===== src/rtl/cd_manchester_tx_if.sv =====
// Upstream byte handshake between the command-word controller and the Manchester coder.
// The controller drives the master side and the coder owns cd_busy.
interface cd_manchester_tx_if;
   logic [7:0] d;
   logic       d_rdy;
   logic       msg_end;
   logic       cd_busy;

   modport master (
      output d,
      output d_rdy,
      output msg_end,
      input  cd_busy
   );

   modport slave (
      input  d,
      input  d_rdy,
      input  msg_end,
      output cd_busy
   );
endinterface


===== src/rtl/cd_manchester_tx.sv =====
// Manchester line coder: serialises bytes MSB-first as half-bits and pads messages with an idle gap.
// Define CD_PARITY_EN to append an odd-parity bit after each byte.
module cd_manchester_tx #(
   parameter int unsigned HALF_BIT_CLKS = 4,
   parameter int unsigned GAP_BITS      = 3
) (
   input  logic                clk,
   input  logic                rst,
   cd_manchester_tx_if.slave   bus,
   output logic                tx_line,
   output logic                tx_oe
);

   localparam int unsigned HbW     = (HALF_BIT_CLKS > 1) ? $clog2(HALF_BIT_CLKS) : 1;
   localparam int unsigned GapClks = GAP_BITS * 2 * HALF_BIT_CLKS;
   localparam int unsigned GapW    = (GapClks > 1) ? $clog2(GapClks) : 1;
   localparam logic [HbW-1:0]  HbLast  = HbW'(HALF_BIT_CLKS - 1);
   localparam logic [GapW-1:0] GapLast = GapW'(GapClks - 1);

`ifdef CD_PARITY_EN
   typedef enum logic [1:0] {StIdle = 2'd0, StShift = 2'd1, StGap = 2'd2, StPar = 2'd3} state_e;
`else
   typedef enum logic [1:0] {StIdle = 2'd0, StShift = 2'd1, StGap = 2'd2} state_e;
`endif

   state_e          r_state, w_state_d;
   logic [7:0]      r_shift, w_shift_d;
   logic [3:0]      r_bit_cnt, w_bit_cnt_d;
   logic [HbW-1:0]  r_hb_cnt, w_hb_cnt_d;
   logic [GapW-1:0] r_gap_cnt, w_gap_cnt_d;
   logic            r_pend, w_pend_d;
   logic            w_hb_last, w_exit, w_gap_entry;
`ifdef CD_PARITY_EN
   logic            r_par, w_par_d;
`endif

   always_ff @(posedge clk) begin
      if (rst) begin
         r_state   <= StIdle;
         r_shift   <= '0;
         r_bit_cnt <= '0;
         r_hb_cnt  <= '0;
         r_gap_cnt <= '0;
         r_pend    <= 1'b0;
`ifdef CD_PARITY_EN
         r_par     <= 1'b0;
`endif
      end else begin
         r_state   <= w_state_d;
         r_shift   <= w_shift_d;
         r_bit_cnt <= w_bit_cnt_d;
         r_hb_cnt  <= w_hb_cnt_d;
         r_gap_cnt <= w_gap_cnt_d;
         r_pend    <= w_pend_d;
`ifdef CD_PARITY_EN
         r_par     <= w_par_d;
`endif
      end
   end

   // Bit counter counts half-bits; its LSB is the Manchester phase within a bit.
   always_comb begin
      w_state_d   = r_state;
      w_shift_d   = r_shift;
      w_bit_cnt_d = r_bit_cnt;
      w_hb_cnt_d  = r_hb_cnt;
      w_gap_cnt_d = r_gap_cnt;
      w_exit      = 1'b0;
      w_gap_entry = 1'b0;
      w_hb_last   = (r_hb_cnt == HbLast);
`ifdef CD_PARITY_EN
      w_par_d     = r_par;
`endif
      unique case (r_state)
         StIdle: begin
            if (r_pend) begin
               w_gap_entry = 1'b1;
            end else if (bus.d_rdy) begin
               w_state_d   = StShift;
               w_shift_d   = bus.d;
               w_bit_cnt_d = '0;
               w_hb_cnt_d  = '0;
`ifdef CD_PARITY_EN
               w_par_d     = ~(^bus.d);
`endif
            end
         end
         StShift: begin
            if (!w_hb_last) begin
               w_hb_cnt_d = r_hb_cnt + HbW'(1);
            end else begin
               w_hb_cnt_d = '0;
               if (r_bit_cnt == 4'd15) begin
`ifdef CD_PARITY_EN
                  w_state_d   = StPar;
                  w_shift_d   = {r_par, 7'd0};
                  w_bit_cnt_d = '0;
`else
                  w_exit = 1'b1;
`endif
               end else begin
                  w_bit_cnt_d = r_bit_cnt + 4'd1;
                  if (r_bit_cnt[0]) w_shift_d = {r_shift[6:0], 1'b0};
               end
            end
         end
`ifdef CD_PARITY_EN
         StPar: begin
            if (!w_hb_last) begin
               w_hb_cnt_d = r_hb_cnt + HbW'(1);
            end else begin
               w_hb_cnt_d = '0;
               if (r_bit_cnt == 4'd1) w_exit = 1'b1;
               else                   w_bit_cnt_d = r_bit_cnt + 4'd1;
            end
         end
`endif
         StGap: begin
            if (r_gap_cnt == GapLast) w_state_d = StIdle;
            else                      w_gap_cnt_d = r_gap_cnt + GapW'(1);
         end
         default: w_state_d = StIdle;
      endcase

      if (w_exit) begin
         if (r_pend) w_gap_entry = 1'b1;
         else        w_state_d   = StIdle;
      end
      if (w_gap_entry) begin
         w_state_d   = StGap;
         w_gap_cnt_d = '0;
      end
   end

   // Set-dominant: a strobe coinciding with gap entry keeps the request alive.
   assign w_pend_d = bus.msg_end | (r_pend & ~w_gap_entry);

   assign bus.cd_busy = (r_state != StIdle);
   assign tx_oe       = (r_state != StIdle);
`ifdef CD_PARITY_EN
   assign tx_line = ((r_state == StShift) || (r_state == StPar)) ? (r_shift[7] ^ r_bit_cnt[0])
                                                                 : 1'b0;
`else
   assign tx_line = (r_state == StShift) ? (r_shift[7] ^ r_bit_cnt[0]) : 1'b0;
`endif

endmodule


===== src/flat_wrapper.sv =====
// flat-port wrapper written by rule: the top's interface ports become plain ports
module cd_manchester_tx_flat 
#(
   parameter int unsigned HALF_BIT_CLKS = 4,
   parameter int unsigned GAP_BITS      = 3
)
  (clk, rst, tx_line, tx_oe, bus_d, bus_d_rdy, bus_msg_end, bus_cd_busy);
  cd_manchester_tx_if bus_i ();
  input  logic clk;
  input  logic rst;
  output logic tx_line;
  output logic tx_oe;
  input wire logic [$bits(bus_i.d)-1:0] bus_d;
  input wire logic [$bits(bus_i.d_rdy)-1:0] bus_d_rdy;
  input wire logic [$bits(bus_i.msg_end)-1:0] bus_msg_end;
  output wire logic [$bits(bus_i.cd_busy)-1:0] bus_cd_busy;
  assign bus_i.d = bus_d;
  assign bus_i.d_rdy = bus_d_rdy;
  assign bus_i.msg_end = bus_msg_end;
  assign bus_cd_busy = bus_i.cd_busy;
  cd_manchester_tx #(.HALF_BIT_CLKS(HALF_BIT_CLKS), .GAP_BITS(GAP_BITS)) u_core (.clk(clk), .rst(rst), .bus(bus_i), .tx_line(tx_line), .tx_oe(tx_oe));
endmodule

===== config.mk =====
export PLATFORM = sky130hd
export DESIGN_NAME = cd_manchester_tx_flat
export DESIGN_NICKNAME = d
export VERILOG_FILES = /design/src/rtl/cd_manchester_tx_if.sv /design/src/rtl/cd_manchester_tx.sv /design/src/flat_wrapper.sv
export SDC_FILE = /design/constraint.sdc
export NUM_CORES = 1
export LEC_CHECK = 0
export CAP_MARGIN = 20
export CORE_ASPECT_RATIO = 1.2
export CORE_MARGIN = 5
export CORE_UTILIZATION = 53
export DETAILED_ROUTE_END_ITERATION = 7
export PLACE_DENSITY = 0.77
export SYNTH_ARGS = -nofsm -noshare
export SYNTH_HDL_FRONTEND = slang
export SYNTH_SLANG_ARGS = --single-unit

===== constraint.sdc =====
create_clock -name clk -period 1.9 [get_ports clk]
set_input_delay 0.285 -clock clk [delete_from_list [all_inputs] [get_ports clk]]
set_output_delay 0.285 -clock clk [all_outputs]
set_load 0.01 [all_outputs]

======== Word-level counts from Yosys, hierarchy flattened ========
Cells that the tools add are included.
cells by class
  bitwise logic cells ..................... 5
  reduce and logical (&&, ||, !) cells .... 8
  multiplexer cells ....................... 30
  add/sub/neg operators ................... 3
  eq/ne operators ......................... 10
operator list
  cell                                                                      number
  8-bit two-way mux                                                         5
  2-bit two-way mux                                                         9
  4-bit two-way mux                                                         4
  8-bit case mux with 2 select lines                                        1
  1-bit two-way mux                                                         8
  4-bit case mux with 2 select lines                                        1
  2-bit inequality test (second input constant)                             3
  2-bit case mux with 3 select lines                                        1
  6-bit AND reduction                                                       1
  5-bit by 1-bit adder with 5-bit output (second input constant)            1
  5-bit equality test (second input constant)                               1
  5-bit AND reduction                                                       1
  4-bit by 1-bit adder with 4-bit output (second input constant)            1
  2-bit equality test (second input constant)                               2
  4-bit equality test (second input constant)                               1
  2-bit by 1-bit inequality test with 1-bit output (second input constant)  2
  2-bit case mux with 2 select lines                                        1
  2-bit nonzero test                                                        2
  3-bit AND reduction                                                       1
  2-bit by 1-bit adder with 2-bit output (second input constant)            1
  2-bit by 1-bit equality test with 1-bit output (second input constant)    1
  2-bit zero test                                                           1
  1-bit inverter                                                            2
  2-bit AND reduction                                                       1
  4 further kinds                                                           4
storage, ports and cells
  flip-flop bits (word level) ............. 22
  output and inout bits ................... 3

======== Logic depth before layout (Yosys ltp) ========
  word-level depth ........................ 8
  mapped depth ............................ 6

======== Worst setup path after synthesis ========
OpenSTA, ideal clock, no wires.
  kind .................................... reg-to-reg
  start ................................... register u_core.r_bit_cnt[0]
  end ..................................... register u_core.r_shift[5]
  slack ................................... 0.363 ns
  cell stages (with the launch flop) ...... 7
  arrival time ............................ 1.399 ns
  path buffers ............................ 1
  setup time .............................. 0.138 ns
  cells stage by stage .................... dfxtp_1 > ha_1 > nand3_1 > a41o_4 > buf_12 > nor2_2 > a311oi_2
on the way
  word-level cells in the longest chain between the ends .. 3
  elaborated cells on any way between the ends .. 4
  those cells by class .................... eq/ne (3); reduce/logical (1)
RTL lines
  what                               RTL line                RTL
  start, declared                    cd_manchester_tx.sv:28  logic [3:0] r_bit_cnt, w_bit_cnt_d;
  start signal, assigned             cd_manchester_tx.sv:51  r_bit_cnt <= w_bit_cnt_d;
  4-bit equality test                cd_manchester_tx.sv:93  if (r_bit_cnt == 4'd15) begin
  2-bit inequality test (no line)    n/a
  6-bit AND reduction (no line) (*)  n/a
  end signal, assigned               cd_manchester_tx.sv:50  r_shift <= w_shift_d;
  end, declared                      cd_manchester_tx.sv:27  logic [7:0] r_shift, w_shift_d;
Every way passes the cells marked *; elsewhere a longest branch is shown, timed or not.
A chain may end at the register's enable or synchronous reset.

======== Worst setup path in the final report ========
  start ................................... register u_core.r_state[1]
  end ..................................... output port bus_cd_busy
on the way
  word-level cells in the longest chain between the ends .. 1
RTL lines
  what                    RTL line                 RTL
  start, declared         cd_manchester_tx.sv:26   state_e r_state, w_state_d;
  start signal, assigned  cd_manchester_tx.sv:39   r_state <= StIdle;
  start signal, assigned  cd_manchester_tx.sv:49   r_state <= w_state_d;
  2-bit nonzero test      cd_manchester_tx.sv:138  assign bus.cd_busy = (r_state != StIdle);
  end, declared           flat_wrapper.sv:16       output wire logic [$bits(bus_i.cd_busy)-1:0] bus_cd_busy;
No other way between the ends.

==> results.toml <==
[floorplanning]
starting_density_pct = 55.1
placeableCoreArea_um2 = 2050
die_w_um = 52.2
die-height_um = 60.6
floorplan.io_pins = 15
die-area_um2 = 3160
rows = 18

[sta]
slew_viol_final = 0
totalNegativeSetupSlack_ns = 0
timing.clock.skew_ns = 0.00375
setup_repair_after_global_routing_missed_its_margin = "false"
fmax_mhz = 555
final.period_utilization_pct = 94.8
tightest_slew_ns = 0.461
final_period_minus_worst_setup_slack_ns = 1.80
hold_viol = 0
worst_slew_margin_rel_pct = 69.2
setup-violations-final = 0

[clocking]
cts-root-to-sink-buffers = 2
clock_tree_from_tritoncts = "done"
path_clk_slew_ns = 0.12
ctsHtreeMaxLevel = 1
cts.sink_count = 22
postCtsHoldBufs = 0
cts_buffers = 3
postCtsSetupBuffers = 0
cts_root_buffer = "sky130_fd_sc_hd__clkbuf_4"
cts.repair.resized = 3
insertion_delay_ns = 0.30

[critical_path]
regToRegSetupSlack_ns = 0.33
timing.critical_path.from_type = "flip-flop"
timing.critical_path.required_ns = 1.62
critical_path.slowest_cell = "sky130_fd_sc_hd__clkdlybuf4s50_1"
timing.critical_path.buf_inv = 1
critical_path.top_delay_family = "buffers and inverters"
worstPathCellList = "or2_2, clkdlybuf4s50_1"
crit_path_max_incr_delay_ns = 0.49
criticalPathCategory = "reg -> out"
path_max_fanout = 7
critical_path_arrival_ns = 1.52
timing.critical_path.to_type = "primary output"

[power]
power_leakage_nw = 0.499
power.switching_fraction_pct = 26.7
clockPowerShare_pct = 26.7
cellPowerDensity_nw_per_um2 = 714
power.internal_mw = 0.698
combinationalPowerShare_pct = 19.8
worst_supply_voltage_drop_on_vdd_mv = 0.504
p_sw_mw = 0.255
pwr-share-seq_pct = 53.5

[finish]
fin_cells = 172
post_route_cells_drive_above_1_share_pct = 19.0
areaGrowthSynthToFinish_pct = 18.2
layout.nets = 158
n_antenna_cell = 0

[grt]
first_global_vias = 928
initial_antenna_violation_count = 0
grt_pass1_wl_um = 3840
maximum_number_of_pins_on_one_net_before_global_route_repair = 16
grt_total_ovfl = 0
track_usage_pct = 16.2

[yosys]
synth.distinct_cells = 35
flip_flop_and_latch_count_after_synthesis = 22
ys_seq_area_share_pct = 39.0
mappedNetlistNets = 141
synthesis_warning_total = 0
postSynthAreaPerCell_um2 = 8.97
post_synth_inst_count = 126
post_synthesis_instance_area_um2 = 1130

[place]
post-place-cells = 168
portBuffers = 14
place_congestion = 0.813
dp_hpwl_um = 1700

[route]
drc = 0
drt-wirelength-per-cell_um = 13.0
detailedRoute.firstPassIterationCount = 4
drtIter0Drc = 16
totalWireLength_um = 2240
avgViaCountPerCell = 5.52
detailroute.via_count = 949
postRouteAntennaNets = 0

[hold_path]
worstHoldPathType = "reg -> reg"

[job]
cap_violations = 0

[status]
status = "finished clean"
-- path summary, 6_finish.rpt --
| check | from | endpoint | cells past startpoint |
|---|---|---|---|
| worst max-delay path | u_core.r_state[1] | bus_cd_busy | 2 |
| worst min-delay path | u_core.r_shift[0] | u_core.r_shift[0] | 2 |
| worst max register to register | u_core.r_bit_cnt[1] | u_core.r_shift[1] | 5 |
| worst min register to register | u_core.r_shift[0] | u_core.r_shift[0] | 2 |
-- per-layer routing --
| layer | vias to the layer above | global-route usage, % | wire length (um) |
|---|---|---|---|
| li1 | 486 | - | - |
| met1 | 441 | 17.7 | 963 |
| met2 | 16 | 30.0 | 1160 |
| met3 | 6 | 3.93 | 73 |
| met4 | 0 | 6.57 | 44 |
| met5 | - | 0 | 0 |
-- power by group through the flow --
stage,sequential [mW],combinational [mW],clock [mW]
3_3_place_gp,0.519,0.184,0
6_report,0.510,0.188,0.255
3_5_place_dp,0.520,0.189,0
5_1_grt,0.514,0.208,0.281
2_1_floorplan,0.515,0.142,0
4_1_cts,0.510,0.190,0.268
-- final cells by class --
class                      count  area [um2]
fill                         188         714
multi-input combinational     95         633
sequential                    22         444
timing repair buffer          19         176
tap                           30        37.5
clock buffer                   4        36.3
inverter                       2        7.51
-- flip-flops by register name (all words and copies together) (netlist names) --
name              flops
u_core.r_shift        8
u_core.r_gap_cnt      5
u_core.r_bit_cnt      4
u_core.r_hb_cnt       2
u_core.r_state        2
u_core.r_pend         1
-- tightest hold or removal path, delay by kind of cell, from the launching register on --
| kind | cells | cell delay (ns) |
|---|---|---|
| DFF | 1 | 0.33 |
| and+or+nand+nor | 1 | 0.06 |
| AOI/OAI and AO/OA | 1 | 0.06 |
-- placed cells by master, fill, tap and decap left out --
master	instances
sky130_fd_sc_hd__clkbuf_8	1
sky130_fd_sc_hd__or2b_1	1
sky130_fd_sc_hd__nor2_2	3
sky130_fd_sc_hd__nand2b_1	3
sky130_fd_sc_hd__xnor2_1	1
sky130_fd_sc_hd__a22oi_1	1
sky130_fd_sc_hd__nor3_1	4
sky130_fd_sc_hd__or3b_2	1
sky130_fd_sc_hd__nor4b_2	1
sky130_fd_sc_hd__nand3_1	5
sky130_fd_sc_hd__dlygate4sd2_1	1
sky130_fd_sc_hd__a31oi_1	1
sky130_fd_sc_hd__nand2_1	18
sky130_fd_sc_hd__clkdlybuf4s50_1	13
sky130_fd_sc_hd__nand4_1	6
sky130_fd_sc_hd__or3_1	1
sky130_fd_sc_hd__and2b_1	1
sky130_fd_sc_hd__dfxtp_1	21
sky130_fd_sc_hd__a311oi_2	7
sky130_fd_sc_hd__and4_1	1
sky130_fd_sc_hd__o21ai_2	1
sky130_fd_sc_hd__mux2i_1	1
sky130_fd_sc_hd__inv_1	2
sky130_fd_sc_hd__xor2_1	2
sky130_fd_sc_hd__buf_4	5
sky130_fd_sc_hd__o21bai_1	1
sky130_fd_sc_hd__nand4b_1	2
sky130_fd_sc_hd__a41o_4	1
sky130_fd_sc_hd__nor2_1	13
sky130_fd_sc_hd__or2_2	2
sky130_fd_sc_hd__ha_1	3
sky130_fd_sc_hd__a21o_1	2
sky130_fd_sc_hd__dfxtp_4	1
sky130_fd_sc_hd__a21oi_1	10
sky130_fd_sc_hd__clkbuf_4	3
sky130_fd_sc_hd__and2b_4	1
sky130_fd_sc_hd__o31ai_1	1
-- synthesized netlist by cell type --
cell type | instances | area (um2)
sky130_fd_sc_hd__ha_1 | 3 | 37.5
sky130_fd_sc_hd__buf_12 | 1 | 20.0
sky130_fd_sc_hd__dfxtp_1 | 22 | 440
sky130_fd_sc_hd__a22oi_1 | 1 | 7.51
sky130_fd_sc_hd__nor3_1 | 4 | 20.0
sky130_fd_sc_hd__xnor2_1 | 1 | 8.76
sky130_fd_sc_hd__a31oi_1 | 1 | 6.26
sky130_fd_sc_hd__inv_1 | 2 | 7.51
sky130_fd_sc_hd__nand2b_1 | 3 | 18.8
sky130_fd_sc_hd__and2b_1 | 1 | 7.51
sky130_fd_sc_hd__and4_1 | 1 | 8.76
sky130_fd_sc_hd__clkbuf_1 | 3 | 11.3
sky130_fd_sc_hd__o21bai_1 | 1 | 7.51
sky130_fd_sc_hd__mux2i_1 | 1 | 10.0
sky130_fd_sc_hd__buf_2 | 2 | 10.0
sky130_fd_sc_hd__nand3_1 | 5 | 25.0
sky130_fd_sc_hd__or2b_1 | 1 | 7.51
sky130_fd_sc_hd__nand4_1 | 6 | 37.5
sky130_fd_sc_hd__nor2_1 | 13 | 48.8
sky130_fd_sc_hd__or3b_2 | 1 | 8.76
sky130_fd_sc_hd__o31ai_1 | 1 | 7.51
sky130_fd_sc_hd__or3_1 | 1 | 6.26
sky130_fd_sc_hd__or2_2 | 2 | 12.5
sky130_fd_sc_hd__nor2_2 | 3 | 18.8
sky130_fd_sc_hd__nor4b_2 | 1 | 15.0
sky130_fd_sc_hd__and2b_4 | 1 | 10.0
sky130_fd_sc_hd__xor2_1 | 2 | 17.5
sky130_fd_sc_hd__buf_4 | 1 | 7.51
sky130_fd_sc_hd__nand2_1 | 18 | 67.6
sky130_fd_sc_hd__a21o_1 | 2 | 15.0
sky130_fd_sc_hd__a21oi_1 | 10 | 50.1
sky130_fd_sc_hd__o21ai_2 | 1 | 8.76
sky130_fd_sc_hd__a41o_4 | 1 | 21.3
sky130_fd_sc_hd__nand4b_1 | 2 | 17.5
sky130_fd_sc_hd__a311oi_2 | 7 | 105
-- cells by family (layout without fill, tap and decap cells) --
family,count (synthesis),count (layout),synth area share (%)
compound gates,25,25,20.3
xor+xnor,3,3,2.33
fa+ha+maj,3,3,3.32
buf+inv,9,25,4.98
flops,22,22,39.0
mux,1,1,0.886
simple gates,63,63,29.2
-- per-stage QoR --
stage	instance area [um2]	util (%)	hold WS, ns	setup slack, ns	power, mW
after global routing	1340	65.1	0.502	0.0264	1.00
final	1340	65.1	0.485	0.0990	0.953
after global placement	1300	63.2	0.468	0.212	0.703
after detailed placement	1300	63.2	0.477	0.167	0.709
after floorplan	1130	-	0.414	0.363	0.657
after CTS	1340	65.1	0.487	0.0793	0.968
(Power assumes the default switching activity.)
